--- src/rtl/ltc2333_sequencer.sv ---
// ltc2333_sequencer: programs the LTC2333 SoftSpan sequence, then converts and reads back
// one 24-bit word per enabled channel, flagging busy timeouts and channel-order mismatches.
module ltc2333_sequencer #(
    parameter int DIV          = 2,
    parameter int CNV_CYCLES   = 5,
    parameter int CONV_TIMEOUT = 1000,
    parameter int GAP_CYCLES   = 10
) (
    input  logic        clk,
    input  logic        reset,
    input  logic        start,
    input  logic [7:0]  chan_mask,
    input  logic [2:0]  span,
    output logic        ready,
    output logic        cnv,
    output logic        scki,
    output logic        sdi,
    input  logic        busy,
    input  logic        sdo,
    output logic        res_valid,
    output logic [17:0] res_data,
    output logic [2:0]  res_chan,
    output logic [2:0]  res_span,
    output logic        done,
    output logic        err_timeout,
    output logic        err_chan
);
    localparam logic [2:0] S_IDLE = 3'd0;
    localparam logic [2:0] S_CNV  = 3'd1;
    localparam logic [2:0] S_WAIT = 3'd2;
    localparam logic [2:0] S_LO   = 3'd3;
    localparam logic [2:0] S_HI   = 3'd4;
    localparam logic [2:0] S_GAP  = 3'd5;
    localparam logic [2:0] S_DONE = 3'd6;

    logic [2:0]  state;
    logic [31:0] cnt;
    logic [6:0]  bcnt;
    logic [6:0]  nbits;
    logic [6:0]  cfg_bits;
    logic [3:0]  pc;
    logic [63:0] tx;
    logic [63:0] cfg_word;
    logic [22:0] rx;
    logic [23:0] word_in;
    logic [7:0]  rem;
    logic        cfg_frame;
    logic [2:0]  exp_chan;

    assign ready    = state == S_IDLE;
    assign word_in  = {rx, sdo};
    assign pc       = 4'($countones(chan_mask));
    assign cfg_bits = pc < 4'd3 ? 7'd24 : {pc, 3'b000};

    // Inserting from the highest channel down leaves the lowest enabled channel in the top byte.
    always_comb begin
        cfg_word = '0;
        for (int i = 7; i >= 0; i--)
            if (chan_mask[i]) cfg_word = {2'b10, 3'(i), span, cfg_word[63:8]};
    end

    // The channel the current data frame should return is the lowest one not yet read.
    always_comb begin
        exp_chan = '0;
        for (int i = 7; i >= 0; i--)
            if (rem[i]) exp_chan = 3'(i);
    end

    always_ff @(posedge clk) begin
        if (reset) begin
            state       <= S_IDLE;
            cnt         <= '0;
            bcnt        <= '0;
            nbits       <= '0;
            tx          <= '0;
            rx          <= '0;
            rem         <= '0;
            cfg_frame   <= 1'b0;
            cnv         <= 1'b0;
            scki        <= 1'b0;
            sdi         <= 1'b0;
            res_valid   <= 1'b0;
            res_data    <= '0;
            res_chan    <= '0;
            res_span    <= '0;
            done        <= 1'b0;
            err_timeout <= 1'b0;
            err_chan    <= 1'b0;
        end else begin
            res_valid <= 1'b0;
            done      <= 1'b0;
            case (state)
                S_IDLE: if (start) begin
                    err_timeout <= 1'b0;
                    err_chan    <= 1'b0;
                    if (chan_mask == 8'd0) begin
                        state <= S_DONE;
                    end else begin
                        rem       <= chan_mask;
                        cfg_frame <= 1'b1;
                        tx        <= cfg_word;
                        nbits     <= cfg_bits;
                        cnt       <= '0;
                        cnv       <= 1'b1;
                        state     <= S_CNV;
                    end
                end
                S_CNV: if (cnt == CNV_CYCLES - 1) begin
                    cnv   <= 1'b0;
                    cnt   <= '0;
                    state <= S_WAIT;
                end else begin
                    cnt <= cnt + 1;
                end
                // BUSY is not trusted for the first two cycles while the ADC raises it.
                S_WAIT: if (cnt >= 2 && !busy) begin
                    sdi   <= tx[63];
                    tx    <= {tx[62:0], 1'b0};
                    bcnt  <= cfg_frame ? nbits : 7'd24;
                    cnt   <= '0;
                    state <= S_LO;
                end else if (cnt == CONV_TIMEOUT - 1) begin
                    err_timeout <= 1'b1;
                    cnv         <= 1'b0;
                    scki        <= 1'b0;
                    state       <= S_DONE;
                end else begin
                    cnt <= cnt + 1;
                end
                S_LO: if (cnt == DIV - 1) begin
                    scki  <= 1'b1;
                    cnt   <= '0;
                    state <= S_HI;
                end else begin
                    cnt <= cnt + 1;
                end
                S_HI: if (cnt == DIV - 1) begin
                    scki <= 1'b0;
                    cnt  <= '0;
                    rx   <= word_in[22:0];
                    bcnt <= bcnt - 7'd1;
                    if (bcnt == 7'd1) begin
                        sdi       <= 1'b0;
                        cfg_frame <= 1'b0;
                        state     <= S_GAP;
                        if (!cfg_frame) begin
                            res_valid                      <= 1'b1;
                            {res_data, res_chan, res_span} <= word_in;
                            err_chan                       <= err_chan | (word_in[5:3] != exp_chan);
                            rem[exp_chan]                  <= 1'b0;
                        end
                    end else begin
                        sdi   <= tx[63];
                        tx    <= {tx[62:0], 1'b0};
                        state <= S_LO;
                    end
                end else begin
                    cnt <= cnt + 1;
                end
                S_GAP: if (cnt == GAP_CYCLES - 1) begin
                    cnt <= '0;
                    if (rem == 8'd0) begin
                        state <= S_DONE;
                    end else begin
                        cnv   <= 1'b1;
                        state <= S_CNV;
                    end
                end else begin
                    cnt <= cnt + 1;
                end
                S_DONE: begin
                    done  <= 1'b1;
                    state <= S_IDLE;
                end
                default: state <= S_IDLE;
            endcase
        end
    end
endmodule

--- config.mk ---
export PLATFORM = sky130hd
export DESIGN_NAME = ltc2333_sequencer
export DESIGN_NICKNAME = d
export VERILOG_FILES = /design/src/rtl/ltc2333_sequencer.sv
export SDC_FILE = /design/constraint.sdc
export NUM_CORES = 1
export LEC_CHECK = 0
export CORE_MARGIN = 2
export CORE_UTILIZATION = 34
export DETAILED_ROUTE_END_ITERATION = 8
export PLACE_DENSITY = 0.53
export SLEW_MARGIN = 0
export SYNTH_ARGS = -nofsm -noshare
export SYNTH_HDL_FRONTEND = slang
export SYNTH_SLANG_ARGS = --single-unit
--- constraint.sdc ---
create_clock -name clk -period 3.55 [get_ports clk]
set_input_delay 0.5325 -clock clk [delete_from_list [all_inputs] [get_ports clk]]
set_output_delay 0.5325 -clock clk [all_outputs]
set_load 0.05 [all_outputs]
==> results.json, run 1 <==
{
  "yosys-top-cells-area": "dfxtp_1 (38%), nand2_1 (7.1%), nor2_1 (5.8%)",
  "grt_pass1_vias": 7794,
  "fin_area_um2": 10500,
  "powerDensity_nw_per_um2": 618,
  "synth_flop_cell": "dfxtp_1",
  "tightest_slew_ns": 0.859,
  "power_mw": 6.47,
  "crit_chain": "clkdlybuf4s50_1, fa_1, inv_1, fa_1, fa_1, inv_1, ha_1, fa_1, xnor2_1, a21oi_1, a221oi_1",
  "drive_above_1_share_pct": 8.68,
  "cp-start-kind": "input port",
  "initial_core_util_pct": 34.7,
  "antenna_found_initial": 0,
  "io_pins": 48,
  "worst-setup-path-type": "input port to flip-flop",
  "cts_tree": "built",
  "syn-cell-area_um2": 9050,
  "place_area_um2": 9890,
  "gp_congestion": 0.855,
  "drcViolationCount": 0,
  "cts_buffers": 17,
  "holdWs_ns": 0.452,
  "cts_hold_buf": 0,
  "fill_cells": 2703,
  "routed_wl_mm": 24.2,
  "slew_headroom_pct": 42.2,
  "finalCriticalPeriod_ns": 3.34,
  "wl_per_cell_um": 15.9,
  "crit_start": "chan_mask[0]",
  "end_kind": "flip-flop",
  "vias": 8250,
  "clk_pin_slew_ns": 0.08,
  "cp_data_arrival_time_ns": 3.68,
  "num_rows": 59,
  "fin_util_pct": 40.2,
  "p_leak_nw": 3.62,
  "die_y_um": 167,
  "synth_edf_count": 0,
  "synth_warnings": 0,
  "cts_htree_levels": 4,
  "yosysUniqueCellTypes": 77,
  "max_stage_delay_ns": 0.55,
  "rr_endpoint": "cnv",
  "cts_setup_buffers": 0,
  "rsz0062_at_grt": "false",
  "regArea_um2": 3460,
  "drt_iter0_drc": 574,
  "maxCapViolCount": 0,
  "finalHoldViolCount": 0,
  "fmax_mhz": 300,
  "r2r_slack_ns": 0.75,
  "n_antenna_cell": 0,
  "cpMaxStageDelayCell": "fa_1",
  "cp_max_fo": 2,
  "synth_top_area_cell": "dfxtp_1",
  "grt_usage_pct": 17.5,
  "grt_max_degree": 65,
  "cts_max_path_buffers": 2,
  "min_period_over_period_pct": 94.0,
  "portBuffers": 47,
  "ys_seq_area_share_pct": 38.3,
  "cts_resized": 0,
  "synth_fp_nets": 1189,
  "grt_pass1_wl_mm": 40.8,
  "path_buf_inv": 3,
  "maxSlewViolCount": 0,
  "setup_viol": 0,
  "clock-root-buffer": "clkbuf_16",
  "clk_latency_ns": 0.43,
  "clkSinkCount": 173,
  "die_width_um": 167,
  "worstPathRequired_ns": 3.89,
  "synth_top_area_share_pct": 38.3,
  "grt-ovfl-total": 0,
  "rr_worst_depth": 7,
  "rr_startpoint": "cnt[16]",
  "ant_nets": 0,
  "die-area_um2": 27900,
  "multi_input_area_um2": 5070,
  "vias_per_cell": 5.42,
  "hpwl_mm": 16.3,
  "syn_to_final_growth_pct": 15.7,
  "fin_worst_skew_ns": 0.0188,
  "finalSetupTns_ns": 0,
  "synth_cells": 1159,
  "hold_path_end": "res_data[12]",
  "ir_drop_mv": 0.292,
  "async_flop_share_pct": 0,
  "run_status": "finished, final reports clean",
  "synth.ff_latch_count": 173,
  "hold_path.startpoint": "res_data[12]",
  "cp_top_family": "adder cells",
  "nNetsFinal": 1204,
  "hold_path_class": "flip-flop to flip-flop",
  "fp.coreArea_um2": 26100,
  "dr.pass1.iters": 5,
  "cp_common_cell": "fa_1",
  "worstHoldPathCells": 2,
  "postSynthAreaPerCell_um2": 7.81
}
==> power by group <==
group	internal, mW	switching [mW]	total [mW]
logic	0.799	1.36	2.16
registers	2.25	0.223	2.47
clock network	0.939	0.902	1.84
==> cell families (layout without fill, tap and decap cells) <==
kind of cell,Yosys count,after routing,share of synthesized area (%)
muxes,6,6,0.664
adders and majority gates,16,16,2.49
buffers and inverters,124,152,5.81
xor gates and xnor gates,41,41,3.97
DFF,173,173,38.3
and+or+nand+nor,513,513,27.0
AOI/OAI and AO/OA,286,286,21.8
==> flip-flops by register name, summed over array words and instances (netlist names), 3 cells and up <==
register / count
tx: 64
cnt: 32
rx: 23
res_data: 18
rem: 8
bcnt: 7
nbits: 4
res_chan: 3
res_span: 3
state: 3
==> stage by stage <==
stage                     setup WS [ns]  instances
after floorplan                   0.154       1159
after global placement           -0.214       1490
after detailed placement         -0.222       1490
after CTS                         0.216       1522
after global routing             0.0219       1522
final                             0.211       1522
==> routing by layer <==
layer / track usage (%) / vias up / wire, um
li1: - / 4173 / -
met1: 24.3 / 3904 / 11800
met2: 27.9 / 146 / 11100
met3: 2.69 / 27 / 753
met4: 5.81 / 0 / 519
met5: 0 / - / 0
==> synthesized netlist by cell type (4+ instances only) <==
| cell | count |
|---|---|
| and4_1 | 7 |
| a211oi_1 | 25 |
| or3_1 | 7 |
| buf_2 | 24 |
| buf_6 | 4 |
| and3_1 | 10 |
| inv_1 | 30 |
| ha_1 | 10 |
| nand2_1 | 170 |
| nor2b_1 | 4 |
| o211ai_1 | 11 |
| nor4_1 | 12 |
| o31ai_1 | 9 |
| o221ai_1 | 5 |
| fa_1 | 4 |
| nor3_1 | 62 |
| buf_1 | 8 |
| nor4b_1 | 4 |
| xnor2_1 | 25 |
| a21o_1 | 10 |
| o21ai_0 | 23 |
| a22oi_1 | 6 |
| clkbuf_1 | 56 |
| a311oi_1 | 7 |
| xor2_1 | 16 |
| nand3b_1 | 5 |
| a31oi_1 | 12 |
| a221oi_1 | 31 |
| nand3_1 | 41 |
| o22ai_1 | 10 |
| dfxtp_1 | 173 |
| nand2b_1 | 6 |
| and2_1 | 7 |
| nor2_1 | 139 |
| a21oi_1 | 100 |
| nand4_1 | 15 |
| mux2i_1 | 6 |
==> worst max path at each step <==
stage	endpoint	slack, ns	cells past startpoint
2_1_floorplan	nbits[3]	0.15	12
3_3_place_gp	nbits[3]	-0.21	11
3_5_place_dp	nbits[3]	-0.22	11
4_1_cts	nbits[3]	0.22	11
5_1_grt	nbits[3]	0.02	11
6_report	nbits[3]	0.21	11
==> worst min-delay path, delay by kind of cell (launching register included) <==
family | cells | cell delay (ns)
AO/OA/AOI/OAI | 1 | 0.05
flip-flops | 1 | 0.31
AND/OR/NAND/NOR | 1 | 0.05
==> layout by cell type (no fill, tap or decap), types with 9 or more instances in the layout <==
cell,instances
a211oi_1,25
a21o_1,10
a21oi_1,99
a221oi_1,31
a31oi_1,12
and3_1,9
buf_4,39
clkbuf_16,17
clkdlybuf4s50_1,46
dfxtp_1,173
ha_1,10
inv_1,30
nand2_1,170
nand3_1,41
nand4_1,15
nor2_1,139
nor3_1,62
nor4_1,12
o211ai_1,11
o21ai_0,23
o22ai_1,10
o31ai_1,9
xnor2_1,25
xor2_1,16
==> area by class of cell <==
cell class | count | share of cell area, %
multi-input cells | 862 | 48.5
flip-flops and latches | 173 | 33.1
clock buffers | 18 | 4.10
clock inverters | 14 | 1.42
well taps | 335 | 4.01
inverters | 32 | 1.15
repair buffers | 88 | 7.77
(Power assumes the default switching activity.)
==> inputs of run 2 (changes only) <==
Settings changed: CTS_CLUSTER_DIAMETER from default to 40, GPL_ROUTABILITY_DRIVEN from default to 0.
==> results of run 2 <==
Same layout as run 1: the final DEF is identical, and so are final timing and power.
==> inputs of run 3 (changes only) <==
Settings changed: CORE_UTILIZATION 34 to 55, PLACE_DENSITY 0.53 to 0.78.
==> results.json, run 3 (synthesis results as in run 1) <==
{
  "run_status": "finished, final reports clean",
  "cts_buffers": 17,
  "drive_above_1_share_pct": 8.68,
  "cp_max_fo": 2,
  "place_area_um2": 9770,
  "antenna_found_initial": 0,
  "fp.coreArea_um2": 16000,
  "final_cells": 1403,
  "die-area_um2": 17500,
  "hpwl_mm": 15.3,
  "vias": 8499,
  "crit_chain": "clkdlybuf4s50_1, fa_1, inv_1, fa_1, fa_1, inv_1, ha_1, fa_1, xnor2_1, a21oi_1, a221oi_1",
  "finalHoldViolCount": 0,
  "maxSlewViolCount": 0,
  "finalSetupTns_ns": 0,
  "fin_area_um2": 10300,
  "finalCriticalPeriod_ns": 3.34,
  "grt-ovfl-total": 0,
  "portBuffers": 47,
  "clock-root-buffer": "clkbuf_16",
  "clk_pin_slew_ns": 0.06,
  "fmax_mhz": 299,
  "hold_path.startpoint": "sdi",
  "routed_wl_mm": 23.0,
  "cp_common_cell": "fa_1",
  "drcViolationCount": 0,
  "dp_cells": 1375,
  "cp_top_family": "adder cells",
  "reg.largest.list": "tx (64), cnt (32), rx (23)",
  "power_mw": 6.57,
  "grt_pass1_vias": 7862,
  "path_buf_inv": 3,
  "p_leak_nw": 3.63,
  "cts_max_path_buffers": 2,
  "cpMaxStageDelayCell": "fa_1",
  "cts_tree": "built",
  "rsz0062_at_grt": "false",
  "setup_viol": 0,
  "worstPathRequired_ns": 3.89,
  "grt_pass1_wl_mm": 37.9,
  "wl_per_cell_um": 16.4,
  "die_y_um": 132,
  "fin_util_pct": 64.6,
  "preCtsSetupSlack_ns": -0.257,
  "powerDensity_nw_per_um2": 635,
  "worst-setup-path-type": "input port to flip-flop",
  "max_stage_delay_ns": 0.54,
  "dr.pass1.iters": 6,
  "crit_start": "chan_mask[0]",
  "slew_headroom_pct": 45.7,
  "r2r_slack_ns": 0.66,
  "syn_to_final_growth_pct": 14.3,
  "io_pins": 48,
  "hold_path_class": "flip-flop to flip-flop",
  "largest_register_ffs": 64,
  "maxCapViolCount": 0,
  "tightest_slew_ns": 0.807,
  "cts_setup_buffers": 0,
  "clk_latency_ns": 0.43,
  "holdWs_ns": 0.447,
  "ant_nets": 0,
  "initial_core_util_pct": 56.5,
  "min_period_over_period_pct": 94.1,
  "num_rows": 46,
  "cp-start-kind": "input port",
  "layout_common_cells": "dfxtp_1 (173), nand2_1 (170), nor2_1 (139)",
  "nNetsFinal": 1208,
  "ir_drop_mv": 0.457,
  "cts_resized": 0,
  "drt_iter0_drc": 857,
  "die_width_um": 132,
  "end_kind": "flip-flop",
  "n_antenna_cell": 0,
  "grt_max_degree": 65,
  "largest-register": "tx",
  "vias_per_cell": 6.06,
  "grt_usage_pct": 26.0,
  "cts_hold_buf": 0,
  "fin_worst_skew_ns": 0.00801,
  "cp_data_arrival_time_ns": 3.68,
  "rr_startpoint": "cnt[20]",
  "worst_slack_ns": 0.209,
  "clkSinkCount": 173,
  "cts_htree_levels": 4,
  "mostFrequentLayoutCell": "dfxtp_1"
}
## run 3: cell types whose count changed in the layout (fill, tap and decap cells not counted), sizes merged
| cell | before | now |
|---|---|---|
| buf | 42 | 46 |
| inv | 37 | 33 |
| bufinv | 0 | 3 |
| clkinv | 8 | 5 |
## run 3: worst min-delay path: stages, from the launching register on
cell and delay (ns):
dfxtp_1 0.31, nand2_1 0.05, a21oi_1 0.05
## run 3: final cells by class
| class | instances | area (um^2) |
|---|---|---|
| Clock buffer | 18 | 429 |
| Clock inverter | 10 | 143 |
| Fill cell | 1417 | 5660 |
| Inverter | 32 | 120 |
| Multi-Input combinational cell | 862 | 5070 |
| Sequential cell | 173 | 3460 |
| Tap cell | 216 | 270 |
| Timing Repair Buffer | 92 | 843 |
## run 3: metal layers
| layer | vias to the layer above | GRT usage [%] | wire length [um] |
|---|---|---|---|
| met5 | - | 0 | 0 |
| met4 | 0 | 9.32 | 590 |
| met3 | 46 | 5.54 | 1060 |
| met2 | 243 | 43.6 | 11100 |
| met1 | 4033 | 33.2 | 10200 |
| li1 | 4177 | - | - |
## run 3: report_power, final
part           internal, mW  total (mW)  leakage [nW]  switching, mW
registers              2.25        2.48          1.41          0.230
clock network          1.10        1.87         0.279          0.775
logic                 0.848        2.22          1.95           1.37
total                  4.19        6.57          3.63           2.37
## run 3: final timing paths
| path | endpoint | cells past startpoint |
|---|---|---|
| setup / recovery | nbits[3] | 11 |
| setup reg to reg | tx[48] | 7 |
| hold / removal | sdi | 2 |
| hold reg to reg | sdi | 2 |
